### src/rtl/btb_update_scheduler.sv
// Write scheduler for the 2-way BTB: buffers commit-slot updates in a small FIFO,
// drains them one per cycle, and runs the invalidate sweep after reset and on flush.
module btb_update_scheduler #(
  parameter int FIFO_DEPTH = 4,
  parameter int INDEX_BITS = 7
) (
  input  logic                  clk,
  input  logic                  resetn,
  input  logic                  c0_valid,
  output logic                  c0_ready,
  input  logic [31:0]           c0_pc,
  input  logic [1:0]            c0_type,
  input  logic [31:0]           c0_bta,
  input  logic                  c1_valid,
  output logic                  c1_ready,
  input  logic [31:0]           c1_pc,
  input  logic [1:0]            c1_type,
  input  logic [31:0]           c1_bta,
  input  logic                  flush_req,
  output logic                  btb_update_en,
  output logic [31:0]           btb_update_pc,
  output logic [1:0]            btb_update_type,
  output logic [31:0]           btb_update_bta,
  output logic                  btb_clr_en,
  output logic [INDEX_BITS-1:0] btb_clr_idx,
  output logic                  busy,
  output logic                  flush_done
);
  localparam int PTR_W = $clog2(FIFO_DEPTH);
  localparam int CNT_W = PTR_W + 1;
  localparam logic [0:0] CLEAR = 1'b0;
  localparam logic [0:0] RUN   = 1'b1;
  localparam logic [CNT_W-1:0] DEPTH_M1 = CNT_W'(FIFO_DEPTH - 1);
  localparam logic [CNT_W-1:0] DEPTH_M2 = CNT_W'(FIFO_DEPTH - 2);

  logic [0:0]            state;
  logic [INDEX_BITS-1:0] clr_idx;
  logic [CNT_W-1:0]      count;
  logic [PTR_W-1:0]      head;
  logic [PTR_W-1:0]      tail;
  logic [PTR_W-1:0]      wr1_ptr;
  logic                  run;
  logic                  push0;
  logic                  push1;
  logic                  pop;

  logic [31:0] fifo_pc   [FIFO_DEPTH];
  logic [1:0]  fifo_type [FIFO_DEPTH];
  logic [31:0] fifo_bta  [FIFO_DEPTH];

  assign run      = (state == RUN);
  // Ready looks only at the registered count so it never depends on the drain.
  assign c0_ready = run && (count <= DEPTH_M1);
  assign c1_ready = run && (count <= DEPTH_M2);
  assign push0    = c0_valid && c0_ready;
  assign push1    = c1_valid && c1_ready;
  assign pop      = run && (count != '0);
  // Slot 1 lands behind slot 0 when both are accepted, keeping program order.
  assign wr1_ptr  = push0 ? tail + PTR_W'(1) : tail;

  assign btb_update_en   = pop;
  assign btb_update_pc   = pop ? fifo_pc[head]   : '0;
  assign btb_update_type = pop ? fifo_type[head] : '0;
  assign btb_update_bta  = pop ? fifo_bta[head]  : '0;
  assign btb_clr_en      = !run;
  assign btb_clr_idx     = clr_idx;
  assign busy            = !run;

  always_ff @(posedge clk) begin
    if (!resetn || flush_req) begin
      state      <= CLEAR;
      clr_idx    <= '0;
      count      <= '0;
      head       <= '0;
      tail       <= '0;
      flush_done <= 1'b0;
    end else begin
      flush_done <= 1'b0;
      if (!run) begin
        if (clr_idx == '1) begin
          state      <= RUN;
          clr_idx    <= '0;
          flush_done <= 1'b1;
        end else begin
          clr_idx <= clr_idx + INDEX_BITS'(1);
        end
      end else begin
        count <= count + CNT_W'(push0) + CNT_W'(push1) - CNT_W'(pop);
        head  <= head + PTR_W'(pop);
        tail  <= tail + PTR_W'(push0) + PTR_W'(push1);
      end
    end
  end

  // Entry storage carries no reset; validity is tracked by count alone.
  always_ff @(posedge clk) begin
    if (push0) begin
      fifo_pc[tail]   <= c0_pc;
      fifo_type[tail] <= c0_type;
      fifo_bta[tail]  <= c0_bta;
    end
    if (push1) begin
      fifo_pc[wr1_ptr]   <= c1_pc;
      fifo_type[wr1_ptr] <= c1_type;
      fifo_bta[wr1_ptr]  <= c1_bta;
    end
  end
endmodule

### config.mk
export PLATFORM = sky130hd
export DESIGN_NAME = btb_update_scheduler
export DESIGN_NICKNAME = d
export VERILOG_FILES = /design/src/rtl/btb_update_scheduler.sv
export SDC_FILE = /design/constraint.sdc
export NUM_CORES = 1
export LEC_CHECK = 0
export BUFFER_PORTS_ARGS = -buffer_cell sky130_fd_sc_hd__buf_2
export CAP_MARGIN = 20
export CELL_PAD_IN_SITES_DETAIL_PLACEMENT = 1
export CELL_PAD_IN_SITES_GLOBAL_PLACEMENT = 1
export CORE_UTILIZATION = 53
export CTS_CLUSTER_SIZE = 30
export DETAILED_ROUTE_END_ITERATION = 8
export PLACE_DENSITY = 0.89
export SYNTH_ARGS = -nofsm -noshare
export SYNTH_HDL_FRONTEND = slang
export SYNTH_SLANG_ARGS = --single-unit
export TNS_END_PERCENT = 100
### constraint.sdc
create_clock -name clk -period 6.35 [get_ports clk]
set_clock_uncertainty 0.05 [all_clocks]
set_input_delay 0.9525 -clock clk [delete_from_list [all_inputs] [get_ports clk]]
set_output_delay 0.9525 -clock clk [all_outputs]
set_load 0.05 [all_outputs]
After elaboration in Yosys (flattened, before gate mapping). Memory sizes are Yosys's and may differ from the RTL's. A register that Yosys moved wholly into a read port is not among the register bits. Index checks and enable logic that the tools add are counted.

Flip-flop bits (word level): 16. Latch bits: 0. Memory bits (writable): 264. ROM bits: 0. Output and inout bits: 79. Memories: 3.

Memories: fifo_bta (depth 4, bits a word 32, read ports 1, clocked after Yosys merged registers in 1, write ports 2, RTL line 49) `logic [31:0] fifo_bta [FIFO_DEPTH];`; fifo_pc (depth 4, bits a word 32, read ports 1, clocked after Yosys merged registers in 1, write ports 2, RTL line 47) `logic [31:0] fifo_pc [FIFO_DEPTH];`; fifo_type (depth 4, bits a word 2, read ports 1, clocked after Yosys merged registers in 1, write ports 2, RTL line 48) `logic [1:0] fifo_type [FIFO_DEPTH];`.

Add/sub/neg operators: 8. Multiply operators: 0. Div/mod/pow operators: 0. Order comparisons: 2. Equality and inequality tests: 1. Shifts and indexed selects: 0. Mux-type cells: 17. Bitwise gates (word level): 0. Reductions and logical operators: 10.

Operator list (number): two-way mux 32 bit (2); two-way mux 2 bit (8); adder 7 x 1 -> 7 bit, second input constant (1); == test 7 bit, second input constant (1); two-way mux 7 bit (1); adder 2 x 1 -> 2 bit (3); adder 3 x 1 -> 3 bit (2); <= comparator 3 x 2 -> 1 bit, second input constant (2); two-way mux 1 bit (6); logical AND 1 bit (5); nonzero test 3 bit (1); subtractor 3 x 1 -> 3 bit (1); adder 2 x 1 -> 2 bit, second input constant (1); logical NOT 1 bit (2); OR reduction 2 bit (1); logical OR 1 bit (1).

Depth between registers and ports, before layout. Gate-level depths: netlist of run 1.

Depth in word-level cells: 6. Gate-level depth with buffers: 13. Depth with buffers taken out: 13.

Least setup slack after synthesis of run 1. No wires, ideal clock.

Kind: input-to-reg. From: input port c0_valid. To: memory fifo_bta[0][0], enable pin. Library setup time: 0.426 ns. Data arrival time: 3.164 ns. Setup slack: 2.711 ns. Stages: 6. Path through: inv_1 -> nor4_2 -> o21ai_2 -> buf_6 -> buf_6 -> nand2_1.

RTL lines: start: declaration (RTL line 9) `input logic c0_valid,`; end: declaration (RTL line 49).

==> results of run 1 <==
power groups by stage:
stage	clock network (mW)	registers [mW]	logic, mW
global route	1.82	2.03	0.210
floorplan	0	2.07	0.0993
global placement	0	2.07	0.179
detailed placement	0	2.07	0.191
finish	1.73	2.03	0.196
CTS	1.75	2.03	0.195
cells by family after synthesis:
family                     after synthesis  synth area share [%]
DFF                                    282                 56.43
and+or+nand+nor                        124                 4.924
xor gates and xnor gates                 7                0.4175
muxes                                  333                 33.53
AOI/OAI and AO/OA                       17                0.8690
buffers and inverters                   64                 2.650
adders and majority gates               12                 1.176
critical path, cell delays in order (launching register included):
cell and delay (ns):
dfxtp_4 1.01, buf_4 0.56, mux4_2 0.58, nor2b_1 0.16, buf_2 0.26
cells in the mapped netlist (2+ instances only):
cell type / number / area share (%)
nor2_1: 21 / 0.54
buf_1: 2 / 0.051
ha_1: 9 / 0.77
dfxtp_1: 18 / 2.5
buf_6: 16 / 1.2
a311oi_1: 4 / 0.24
a21oi_1: 4 / 0.14
mux2i_1: 3 / 0.20
nor4_2: 3 / 0.26
fa_1: 3 / 0.41
edfxtp_1: 264 / 54
or3_1: 2 / 0.085
nor2b_1: 67 / 2.9
mux2_4: 116 / 12
buf_2: 20 / 0.68
mux2_2: 148 / 11
xor2_1: 4 / 0.24
nand2_1: 15 / 0.38
inv_1: 11 / 0.28
mux4_2: 66 / 10
clkbuf_1: 14 / 0.36
nand2b_1: 5 / 0.21
xnor2_1: 3 / 0.18
o21ai_2: 4 / 0.24
layout make-up:
type                       count  area (um2)
fill                        2453       10020
sequential                   282        8295
multi-input combinational    493        6083
timing repair buffer         227        1206
clock buffer                  32       779.5
tap                          372       465.4
clock inverter                23       190.2
inverter                      11       41.29
antenna                        6       15.01
final timing paths:
kind	start	to	slack, ns	cells past startpoint
setup / recovery	flip-flop	btb_update_pc[28]	2.21	4
hold / removal	btb_clr_idx[1]	btb_clr_idx[1]	0.48	2
setup reg to reg	run	count[2]	2.72	11
hold reg to reg	btb_clr_idx[1]	btb_clr_idx[1]	0.48	2
through the flow:
step / area, um2 / hold WS, ns / utilization [%]
2_1_floorplan: 14690 / 0.4347 / -
3_3_place_gp: 16040 / 0.4493 / 59.17
3_5_place_dp: 16040 / 0.4744 / 59.17
4_1_cts: 17010 / 0.4824 / 62.75
5_1_grt: 17070 / 0.5347 / 63.00
6_report: 17080 / 0.4810 / 63.01
layout by cell type, fill, tap and decap left out, drive strengths merged, types with 6 or more instances in the layout:
cell,n
nand2,15
clkbuf,32
diode,6
edfxtp,264
mux4,66
dfxtp,18
buf,227
inv,12
ha,9
nor2b,67
clkinv,16
mux2,264
nor2,21
registers in the layout, summed over array words and instances, names as in the netlist, named ones only:
name,flops
head,2
fifo_bta,128
tail,2
fifo_type,8
run,1
flush_done,1
count,3
btb_clr_idx,7
fifo_pc,128
routing by layer:
layer	vias to the layer above	track usage (%)	routed length, um
met5	-	0	37
met4	6	7.826	840
met3	57	4.115	1511
met2	226	46.58	18890
met1	4311	30.90	14630
li1	3716	-	-
==> summary.txt, run 1 <==
Power and ir drop
  • Clock Power Share: 43.7%
  • Total power: about 4 mW
  • Pwr Density: 231.7 mW/mm2
  • Combinational share of power: 5.0%
  • Static leakage: 6.477 nW
  • Share of power burned in registers: 51.3%
  • Sw Share: 20.42%
  • Switching power: 0.8080 mW
  • Maximum vdd drop: 0.2103 mV
  • P_int: 3.148 mW

Clock network
  • CTS Buffer Depth: 3
  • Setup Fix Bufs, Post-CTS: 0
  • H-tree Lvls: 1
  • CTS Root Cell: clkbuf_16
  • Post-CTS sizing: 0
  • Register clock-pin slew on the reported worst setup and hold paths: approximately 0.06 ns
  • CTS hold repair buffers: 0
  • Clk sinks: 282
  • Worst-Skew Late Latency: 0.55 ns
  • Total CTS buffers: 31
  • CTS tree: built

Drt
  • DR iter-0 viols: around 430
  • Vias per std cell: 5.751
  • DRT Wirelength: around 36,000 um
  • Drt wl/cell: about 25 um
  • Drt first pass iters: 4
  • # DRC: 0
  • Post-DRT Antenna Nets: 0
  • DR vias: 8,316

Finish
  • Fraction of layout cells with a size suffix above 1: 57.96%
  • Area grow syn2layout: 16.27%
  • Final net count: 1,195
  • Post-route insts no fill: 1,446

STA
  • Least-Margin Pin Slew: ~1.1 ns
  • Hold Vio Cnt, Final: 0
  • Setup Total Neg Slack: 0 ns
  • Fin crit period: between 4 and 5 ns
  • F_max: 241.3 MHz
  • Period utilization: between 60% and 70%
  • Max_slew headroom: 27.79%
  • RSZ-0062 raised after global routing: no
  • Final slew viol count: 0
  • Fin worst setup slack: between 2 and 2.5 ns
  • # setup viols final: 0

Global route
  • First-pass GRT wire length: 54,430 um
  • Largest net degree at the start of global routing: 68
  • Antenna violations before repair: 9
  • Vias in the first global route: around 9,300
  • Total congestion overflow: 0
  • Global Route Usage Sum: 25.48%

Worst hold path
  • Hold Crit Class: flip-flop to flip-flop

Logic synthesis
  • Seq cells post-synth: roughly 280
  • Post-Synthesis Cells: 839
  • Post-synth EDFFs: 264
  • Post-Syn Area: 0.01469 mm2
  • Primary FF master, synth: edfxtp_1
  • Synth async-reset ratio: 0%
  • Sequential cell area fraction in the yosys report: 56.43%
  • Post-Syn Area per Cell: 17.50 um2
  • Count of cell types in the netlist: 41
  • Yosys warning count: 0
  • Net Count, Synth: 988

Run
  • Max-Cap Viols: 0

Floorplanning
  • Height of the die: around 170 um
  • Core ar.: 0.02710 mm2
  • Std cell rows: 60
  • Die Wd: 168.5 um
  • Num ports: 216
  • Die Area: ~0.028 mm2
  • Initial core utilization: 54.19%

Critical path
  • Kind of critical path: flip-flop to primary output
  • Crit-path max FO: 45
  • Worst EP required: 5.35 ns
  • Worst Setup Start Kind: flip-flop
  • Data arrival, critical path: 3.14 ns
  • Crit end category: primary output

Place
  • Final Wtd Congestion: approximately 0.73
  • HPWL Detailed: around 22,000 um
  • Port Buf Inserts: 215
  • Placed Cells: 1,383
  • Pre-CTS setup slack: 2.650 ns

Run status
  • Status: finished, final reports clean
No activity file was read; power rests on OpenSTA's default activity.
==> run 2, diff against run 1 <==
--- a/config.mk
+++ b/config.mk
@@ -9,10 +9,10 @@
 export CAP_MARGIN = 20
 export CELL_PAD_IN_SITES_DETAIL_PLACEMENT = 1
 export CELL_PAD_IN_SITES_GLOBAL_PLACEMENT = 1
-export CORE_UTILIZATION = 53
+export CORE_UTILIZATION = 49
 export CTS_CLUSTER_SIZE = 30
 export DETAILED_ROUTE_END_ITERATION = 8
-export PLACE_DENSITY = 0.89
+export PLACE_DENSITY = 0.84
 export SYNTH_ARGS = -nofsm -noshare
 export SYNTH_HDL_FRONTEND = slang
 export SYNTH_SLANG_ARGS = --single-unit
==> constraint.sdc (replaced) <==
create_clock -name clk -period 4.1 [get_ports clk]
set_clock_uncertainty 0.05 [all_clocks]
set_input_delay 0.615 -clock clk [delete_from_list [all_inputs] [get_ports clk]]
set_output_delay 0.615 -clock clk [all_outputs]
set_load 0.05 [all_outputs]
==> summary.txt, run 2 (synthesis gave the netlist of run 1 again) <==
Run status
  • Status: finished, final reports clean

Power and ir drop
  • Share of power burned in registers: 48.8% (-2.5 points)
  • Combinational share of power: 4.6% (-0.4 points)
  • P_int: 5.155 mW (+64%)
  • Switching power: 1.287 mW (+59%)
  • Static leakage: 6.618 nW (+2.2%)
  • Sw Share: 19.99% (-0.44 points)
  • Clock Power Share: 46.5% (+2.8 points)
  • Pwr Density: 371.0 mW/mm2 (+60%)
  • Maximum vdd drop: 0.2144 mV (+2.0%)

STA
  • Max_slew headroom: 38.79% (+11 points)
  • F_max: ~300 MHz
  • # setup viols final: 0 (unchanged)
  • Setup Total Neg Slack: 0 ns (unchanged)
  • Least-Margin Pin Slew: 0.9182 ns (-0.1650 ns)
  • Hold Vio Cnt, Final: 0 (unchanged)
  • Fin worst setup slack: 0.8002 ns (-1.406 ns)
  • Fin crit period: roughly 3.3 ns
  • Period utilization: 80.48%
  • Hold WS: 0.3957 ns (-0.08531 ns)
  • RSZ-0062 raised after global routing: no
  • Final slew viol count: 0 (unchanged)

Critical path
  • Data arrival, critical path: 2.63 ns (-0.51 ns)
  • Crit end category: primary output
  • Worst Setup Start Kind: flip-flop
  • Worst EP required: 3.43 ns (-1.92 ns)
  • Reg2reg end: count[2]
  • R2r startpoint: count[2]
  • Crit-path max FO: 28 (-38%)
  • R2r worst-path depth: 13 (+2)
  • Kind of critical path: flip-flop to primary output
  • Worst R2R Setup Slack: 0.81 ns (-1.91 ns)

Clock network
  • Total CTS buffers: 34 (+9.7%)
  • Setup Fix Bufs, Post-CTS: 0 (unchanged)
  • CTS hold repair buffers: 0 (unchanged)
  • CTS Root Cell: clkbuf_16
  • Post-CTS sizing: 0 (unchanged)
  • Clk sinks: 282 (unchanged)
  • H-tree Lvls: 2 (+1)
  • Worst-Skew Late Latency: 0.49 ns (-0.06 ns)
  • Register clock-pin slew on the reported worst setup and hold paths: 0.06 ns (about the same)
  • CTS tree: built
  • CTS Buffer Depth: 3 (unchanged)

Floorplanning
  • Height of the die: 175.1 um (+4.0%)
  • Core ar.: 0.02956 mm2 (+9.1%)
  • Die Wd: 175.1 um (+4.0%)
  • Die Area: 0.03067 mm2 (+8.1%)
  • Initial core utilization: 49.68% (-4.5 points)
  • Num ports: 216 (unchanged)
  • Std cell rows: 63 (+5.0%)

Worst hold path
  • Worst hold path depth: 2 (unchanged)
  • Hold Crit Class: input pin to flip-flop
  • Hold path endpoint: fifo_bta[2][22]
  • HP Start: c1_bta[22]

Drt
  • DRT Wirelength: 35,810 um (-0.30%)
  • # DRC: 0 (unchanged)
  • Vias per std cell: 5.624 (-2.2%)
  • Drt wl/cell: 24.24 um (-2.4%)
  • Drt first pass iters: 6 (+2)
  • DR vias: 8,307 (-0.11%)
  • DR iter-0 viols: 519 (+22%)
  • Post-DRT Antenna Nets: 0 (unchanged)

Run
  • Max-Cap Viols: 0 (unchanged)

Finish
  • Area grow syn2layout: 18.22%
  • Top flop regs: fifo_bta: 128 flops, fifo_pc: 128 flops, fifo_type: 8 flops
  • Finished Core Util: 58.74% (-4.3 points)
  • Final net count: 1,208 (+1.1%)
  • Fraction of layout cells with a size suffix above 1: 58.17% (+0.21 points)
  • Commonest non-fill, non-tap cell in the layout: edfxtp_1
  • Most frequent cells in the layout: 264 x edfxtp_1, 215 x buf_2, 148 x mux2_2, 116 x mux2_4, 67 x nor2b_1

Place
  • Port Buf Inserts: 215 (unchanged)
  • Pre-CTS setup slack: 0.7909 ns (-1.859 ns)
  • HPWL Detailed: 22,210 um (+2.2%)
  • Final Wtd Congestion: 0.7589 (+3.7%)

Global route
  • Total congestion overflow: 0 (unchanged)
  • Largest net degree at the start of global routing: 67 (-1.5%)
  • Antenna violations before repair: 7 (-2)
  • Global Route Usage Sum: 23.60% (-1.9 points)
  • First-pass GRT wire length: 54,490 um (+0.11%)
  • Vias in the first global route: 9,335 (+0.11%)
run 2: cell types whose count changed in the layout (fill, tap and decap cells not counted), sizes merged:
cell,change
clkinvlp,-3
clkinv,-8
buf,+10
clkbuf,+16
diode,-2
run 2: critical path, cell delays in order, from the launching register on:
cell and delay [ns]:
dfxtp_4 0.74, buf_4 0.39, mux4_2 0.54, nor2b_1 0.17, buf_2 0.27
run 2: worst max path at each step:
stage	to	slack, ns	depth (start not counted)
2_1_floorplan	fifo_bta[0][0]	0.53	8
3_3_place_gp	count[2]	0.95	13
3_5_place_dp	count[2]	0.79	13
4_1_cts	btb_update_bta[1]	0.69	4
5_1_grt	count[2]	0.51	13
6_report	btb_update_bta[1]	0.80	4
run 2: power by group through the flow:
stage | combinational, mW | clock, mW | sequential, mW
5_1_grt | 0.322 | 3.13 | 3.14
6_report | 0.300 | 3.00 | 3.14
2_1_floorplan | 0.154 | 0 | 3.21
3_5_place_dp | 0.295 | 0 | 3.20
3_3_place_gp | 0.276 | 0 | 3.20
4_1_cts | 0.300 | 3.05 | 3.14
run 2: cell type report:
class	count	area, um2
clock inverters	12	136.4
well taps	390	488.0
multi-input cells	493	6083
repair buffers	237	1341
fillers	2718	12200
clock buffers	48	967.2
diodes	4	10.01
inverters	11	41.29
flip-flops and latches	282	8295
run 2: per-layer routing:
layer	GRT usage, %	up-vias	wire length [um]
met1	29.00	4267	14440
met3	3.742	63	1661
met2	42.61	225	18840
met5	0	-	44
met4	7.029	6	815
li1	-	3746	-
run 2: metrics by stage:
step / instance area (um2) / instances / power [mW]
floorplan: 14690 / 839 / 3.363
global placement: 16250 / 1413 / 3.480
detailed placement: 16250 / 1413 / 3.499
CTS: 17350 / 1473 / 6.493
global route: 17360 / 1476 / 6.596
finish: 17360 / 1477 / 6.442
